## src/rtl/icache_controller.sv

```systemverilog
// Direct-mapped, read-only instruction cache: zero-stall hits, single-block refill
// from instruction memory on a miss while busywait holds the PC stage.
module icache_controller #(
  parameter int ADDR_BITS  = 10,
  parameter int INDEX_BITS = 3
) (
  input  logic                  clk,
  input  logic                  reset,
  input  logic [31:0]           pc,
  output logic [31:0]           instruction,
  output logic                  busywait,
  output logic                  mem_read,
  output logic [ADDR_BITS-5:0]  mem_address,
  input  logic [127:0]          mem_readdata,
  input  logic                  mem_busywait
);

  localparam int TAG_BITS = ADDR_BITS - INDEX_BITS - 4;
  localparam int BLK_BITS = ADDR_BITS - 4;
  localparam int LINES    = 2 ** INDEX_BITS;

  typedef enum logic {IDLE, FETCH} state_t;

  state_t                state, next_state;
  logic [LINES-1:0]      valid;
  logic [TAG_BITS-1:0]   tag_array  [LINES];
  logic [127:0]          data_array [LINES];
  logic [BLK_BITS-1:0]   blk_addr;

  logic [1:0]            pc_word;
  logic [INDEX_BITS-1:0] pc_index;
  logic [TAG_BITS-1:0]   pc_tag;
  logic                  hit;
  logic                  refill;
  logic [INDEX_BITS-1:0] blk_index;
  logic [TAG_BITS-1:0]   blk_tag;
  logic                  unused_pc;

  assign pc_word   = pc[3:2];
  assign pc_index  = pc[INDEX_BITS+3:4];
  assign pc_tag    = pc[ADDR_BITS-1:INDEX_BITS+4];
  // Byte offset and high PC bits are intentionally ignored (memory aliases).
  assign unused_pc = ^{pc[31:ADDR_BITS], pc[1:0]};

  assign hit       = valid[pc_index] && (tag_array[pc_index] == pc_tag);
  assign refill    = (state == FETCH) && !mem_busywait;
  assign blk_index = blk_addr[INDEX_BITS-1:0];
  assign blk_tag   = blk_addr[BLK_BITS-1:INDEX_BITS];
  assign mem_address = blk_addr;

  // NOTE: every output of this block is given a default first, so no path leaves it unassigned and no latch is inferred.
  always_comb begin
    next_state  = state;
    busywait    = 1'b0;
    instruction = '0;
    unique case (state)
      IDLE: begin
        if (hit) begin
          instruction = data_array[pc_index][32*pc_word +: 32];
        end else begin
          busywait   = 1'b1;
          next_state = FETCH;
        end
      end
      FETCH: begin
        busywait = 1'b1;
        if (!mem_busywait) next_state = IDLE;
      end
      default: next_state = IDLE;
    endcase
    // The PC stage must not see a stall or stale data while reset is held.
    if (reset) begin
      busywait    = 1'b0;
      instruction = '0;
    end
  end

  // NOTE: state registers use non-blocking assignments so every flop samples pre-edge values.
  always_ff @(posedge clk or posedge reset) begin
    if (reset) begin
      state    <= IDLE;
      mem_read <= 1'b0;
      blk_addr <= '0;
      valid    <= '0;
    end else begin
      state    <= next_state;
      mem_read <= (next_state == FETCH);
      if (state == IDLE && !hit) blk_addr <= {pc_tag, pc_index};
      if (refill) valid[blk_index] <= 1'b1;
    end
  end

  // NOTE: tag and data storage carry no reset; the valid bits alone make uninitialised lines unusable.
  always_ff @(posedge clk) begin
    if (refill) begin
      tag_array[blk_index]  <= blk_tag;
      data_array[blk_index] <= mem_readdata;
    end
  end

endmodule

```

## config.mk

```make
export PLATFORM = sky130hd
export DESIGN_NAME = icache_controller
export DESIGN_NICKNAME = d
export VERILOG_FILES = /design/src/rtl/icache_controller.sv
export SDC_FILE = /design/constraint.sdc
export NUM_CORES = 1
export LEC_CHECK = 0
export BUFFER_PORTS_ARGS = -buffer_cell sky130_fd_sc_hd__buf_2
export CAP_MARGIN = 0
export CORE_ASPECT_RATIO = 0.8
export CORE_MARGIN = 5
export CORE_UTILIZATION = 55
export DETAILED_ROUTE_END_ITERATION = 10
export PLACE_DENSITY_LB_ADDON = 0.08
export SLEW_MARGIN = 30
export SYNTH_ARGS = -nofsm -noshare
export SYNTH_HDL_FRONTEND = slang
export SYNTH_SLANG_ARGS = --single-unit
```

## constraint.sdc

```tcl
create_clock -name clk -period 10.6 [get_ports clk]
set_clock_uncertainty 0.05 [all_clocks]
set_input_delay 1.59 -clock clk [delete_from_list [all_inputs] [get_ports clk]]
set_output_delay 1.59 -clock clk [all_outputs]
set_load 0.03 [all_outputs]
```

Word-level counts from Yosys, hierarchy flattened --
Memories as Yosys holds them, arrays and structs flattened. Cells that the tools add are included.
Word-level totals: register bits after elaboration 15, RAM bits 1048, memories 2
Memories:
- data_array | depth 8, bits a word 128, read ports 1, clocked after Yosys merged registers in 0, wr ports 1, RTL line 27 | logic [127:0] data_array [LINES];
- tag_array | depth 8, bits a word 3, read ports 1, clocked after Yosys merged registers in 0, wr ports 1, RTL line 26 | logic [TAG_BITS-1:0] tag_array [LINES];
Cells by class: order comparisons 3, equality and inequality tests 1, shifts and indexed selects 1, mux-type cells 14, bitwise logic cells 2, reductions and logical operators 6
Operators by type and width (count):
- indexed part select 128 x 8 -> 32 bit | 1
- two-way mux 32 bit | 3
- < comparator 3 x 4 -> 1 bit (second input constant) | 2
- bitwise OR 8 bit | 1
- two-way mux 1 bit | 7
- logical AND 1 bit | 4
- one-hot mux 1 bit (2 select lines) | 2
- binary-select mux 1 bit (select 3 bit) | 1
- demux 1 bit (select 3 bit) | 1
- == test 3 bit | 1
- >= comparator 3 x 1 -> 1 bit (second input constant) | 1
- logical NOT 1 bit | 2
- NOT 1 bit | 1

Logic depth before layout (Yosys ltp) --
word-level depth 6, depth in mapped cells 8, mapped depth without buffers 5

Worst setup path after synthesis --
OpenSTA, ideal clock, no wires.
path type input -> register, start in mem_busywait, end reg valid[4], arrival 11.603 ns, data required time 10.428 ns, path slack -1.175 ns, stages on the path 4, buffers on the path 0, cell sequence nor2b_1 > nand2_1 > nor3_1 > or2_2
On the way: longest elaborated chain between the ends 2
Ends and longest elaborated chain:
- from (decl) | RTL line 15 | input logic mem_busywait
- logical NOT 1 bit
- logical AND 1 bit | RTL line 46 | assign refill = (state == FETCH) && !mem_busywait;
- to (signal assigned) | RTL line 84 | valid <= '0;
- to (signal, indexed assignment) | RTL line 89 | if (refill) valid[blk_index] <= 1'b1;
- to (decl) | RTL line 25 | logic [LINES-1:0] valid;
No other way between the ends. A chain may end at the register's enable or synchronous reset.

Worst setup path after layout --
start in pc[5], end out instruction[17]
On the way: longest elaborated chain between the ends 6
Ends and longest elaborated chain:
- from (decl) | RTL line 9 | input logic [31:0] pc,
- branches (longest 3 deep; another with memory read (8 x 128 bit))
- two-way mux 32 bit * | RTL line 58 | if (hit) begin
- two-way mux 32 bit * | RTL line 56 | unique case (state)
- two-way mux 32 bit * | RTL line 72 | if (reset) begin
- to (decl) | RTL line 10 | output logic [31:0] instruction,
Mark *: on every way between the ends. The select of a mux whose other input is x is not followed.

==> results.sh <==
export IMPL_core_area_um2=72450
export IMPL_fin_setup_tns_ns=0
export IMPL_antenna_found_initial=15
export IMPL_regArea_um2=31850
export IMPL_synth_async_reset_ratio=0.01411
export IMPL_hold_ws_ns=0.4154
export IMPL_grt_overflow=0
export IMPL_drtIter0Drc=1570
export IMPL_path_clk_slew_ns=0.06
export IMPL_multi_input_area_um2=8252
export IMPL_drive_gt1_frac=0.3655
export IMPL_tightestPinTransition_ns=1.242
export IMPL_fmax_mhz=149.2
export IMPL_yosysMostFrequentCell="edfxtp_1"
export IMPL_num_io_pins=203
export IMPL_min_period_over_period=0.6323
export IMPL_timing_hold_violations_final=0
export IMPL_ys_warnings_count=0
export IMPL_postRouteAntennaNets=0
export IMPL_clkSinkCount=1063
export IMPL_grt_pass1_wl_um=122200
export IMPL_synth_cells=1587
export IMPL_dr_pass1_iters=5
export IMPL_rows=88
export IMPL_slew_headroom=0.1721
export IMPL_cts_buffers=99
export IMPL_status="completed"
export IMPL_synth_area_per_cell_um2=25.48
export IMPL_finalWorstPathRequiredPeriod_ns=6.703
export IMPL_rsz0062_at_grt="no"
export IMPL_start_util=0.5581
export IMPL_syn_area_um2=40430
export IMPL_grt_pass1_vias=18432
export IMPL_grt_use_total=0.2094
export IMPL_yosys_top_cells_count="1048 x edfxtp_1, 325 x mux4_2, 44 x mux2i_1"
export IMPL_use_met1=0.3018
export IMPL_synth_nets=1750
export IMPL_synth_edf_count=1048
export IMPL_dieArea_um2=79070
export IMPL_drv_slew=0
export IMPL_drc_errors=0
export IMPL_grt_max_degree=133
export IMPL_ys_top_cells_by_area="edfxtp_1 78%, mux4_2 18%, mux2i_1 1.1%, dfrtp_1 0.93%, nor3_1 0.42%"
export IMPL_use_met3=0.05755
export IMPL_yosysSeqAreaShare=0.7876
export IMPL_htreeDepth=3
export IMPL_place_congestion=0.7353
export IMPL_max_clock_path_buffers=3
export IMPL_path_max_fanout=82
export IMPL_nNetsFinal=1971
export IMPL_cp_cell_sequence="buf_8 -> buf_12 -> mux4_2 -> xor2_1 -> nand4b_1 -> buf_4 -> nor3_1 -> buf_2"
export IMPL_cp_data_arrival_time_ns=5.06
export IMPL_startpoint_type="primary input"
export IMPL_yosys_area_top_type_share=0.7783
export IMPL_ir_drop_v=0.0001222
export IMPL_cp_slowest_stage_delay_ns=0.66
export IMPL_crit_type="primary input to primary output"
export IMPL_ys_flop_type="edfxtp_1"
export IMPL_wl_per_cell_um=28.71
export IMPL_cts_tree="yes"
export IMPL_yosysUniqueCellTypes=21
export IMPL_setup_viol=0
export IMPL_post_cts_buffers=0
export IMPL_busiest_layer="met2"
export IMPL_synthToLayoutAreaGrowth_pct=13.07
export IMPL_cap_violations=0
export IMPL_end_kind="primary output"
export IMPL_netlist_top_cell_by_area="edfxtp_1"
export IMPL_critical_path_slowest_cell="nor3_1"
export IMPL_io_buffers=178
export IMPL_dr_total_vias=17422
export IMPL_cts_hold_fix_buffers=0
export IMPL_clock_latency_ns=0.64
export IMPL_leakage_nw=14.56
export IMPL_p_per_area_nw_per_um2=201.3
export IMPL_cts_root_buffer="clkbuf_16"
export IMPL_min_path_type="register to register"
export IMPL_post_cts_resize_count=0
export IMPL_routed_wl_um=81440
export IMPL_viasPerCell=6.141
export IMPL_worst_ep_required_time_ns=8.96
export IMPL_grtUsageMet2=0.3340
export IMPL_post_dp_hpwl_um=42150
export IMPL_die_h_um=252.5
export IMPL_die_w_um=313.1
export IMPL_nFillCells=4834
export IMPL_synth_seq_cells=1063
sequential cells by signal (all words and copies together) (netlist names):
register     flops
mem_address      6
tag_array       24
data_array    1024
state            1
valid            8
layer usage:
metal  vias to the layer above  part of all wire
met4                        12             0.017
met1                      9437              0.42
met3                       111             0.070
met2                       488              0.49
met5                         -           0.00097
li1                       7374                 -
report_power, final:
group | switching [mW] | total, mW | internal [mW]
sequential | 0.0729 | 5.02 | 4.95
clock | 1.45 | 3.42 | 1.97
combinational | 0.462 | 0.759 | 0.297
total | 1.98 | 9.20 | 7.22
cell usage in the layout (no fill, tap or decap):
cell type	count
buf_12	8
clkbuf_16	101
buf_6	5
clkinv_2	17
edfxtp_1	1048
clkinv_1	20
buf_16	3
buf_4	13
buf_8	2
nand2_1	2
buf_2	174
nor2_4	6
nor2b_1	2
clkbuf_1	23
nand2b_1	4
mux2i_1	44
inv_6	2
nand4b_1	1
mux2_2	7
inv_1	1
nor3_1	32
and2_1	1
dfrtp_1	15
or2_2	8
xor2_1	3
clkinvlp_4	4
diode_2	7
nor3_4	2
mux4_2	325
bufinv_16	9
a41oi_2	1
clkbuf_8	2
layout make-up:
cell class,instances,area share
clock buffers,126,0.05777
clock inverters,52,0.01045
flip-flops and latches,1063,0.6966
repair buffers,205,0.02838
diodes,7,0.0003832
well taps,945,0.02586
inverters,1,0.00008210
multi-input cells,438,0.1805
metrics by stage:
stage	area, um2	setup slack (ns)	utilization	std cells	total power [mW]
2_1_floorplan	40440	2.466	-	1587	5.612
3_3_place_gp	42460	3.857	0.5861	2648	5.856
3_5_place_dp	42530	3.980	0.5870	2650	5.889
4_1_cts	45650	3.979	0.6300	2828	9.300
5_1_grt	45700	3.652	0.6308	2830	9.537
6_report	45720	3.897	0.6310	2837	9.202
kinds of logic after synthesis:
group | synth area share
flops | 0.7876
mux | 0.1939
buf+inv | 0.009995
simple gates | 0.007489
xor+xnor | 0.0006500
compound gates | 0.0004024
worst max-delay path, delay by kind of cell:
family,cells,cell delay (ns)
multiplexers,1,0.59
XOR/XNOR,1,0.24
AND/OR/NAND/NOR,2,0.82
buffers and inverters,4,1.59
final timing paths:
kind,cells past startpoint,start,slack (ns),to
worst max-delay path,8,pc[5],3.90,instruction[17]
worst min-delay path,1,valid[2]$_DFFE_PP0P_,0.42,valid[2]$_DFFE_PP0P_
worst max register to register,5,state$_DFF_PP0_,7.28,data_array[5][63]$_DFFE_PP_
worst min register to register,1,valid[2]$_DFFE_PP0P_,0.42,valid[2]$_DFFE_PP0P_
max in group asynchronous,2,reset,8.66,valid[0]$_DFFE_PP0P_
min in group asynchronous,2,reset,1.43,mem_address[3]$_DFFE_PP0P_
Note: power is estimated with default switching activity, not from simulation.
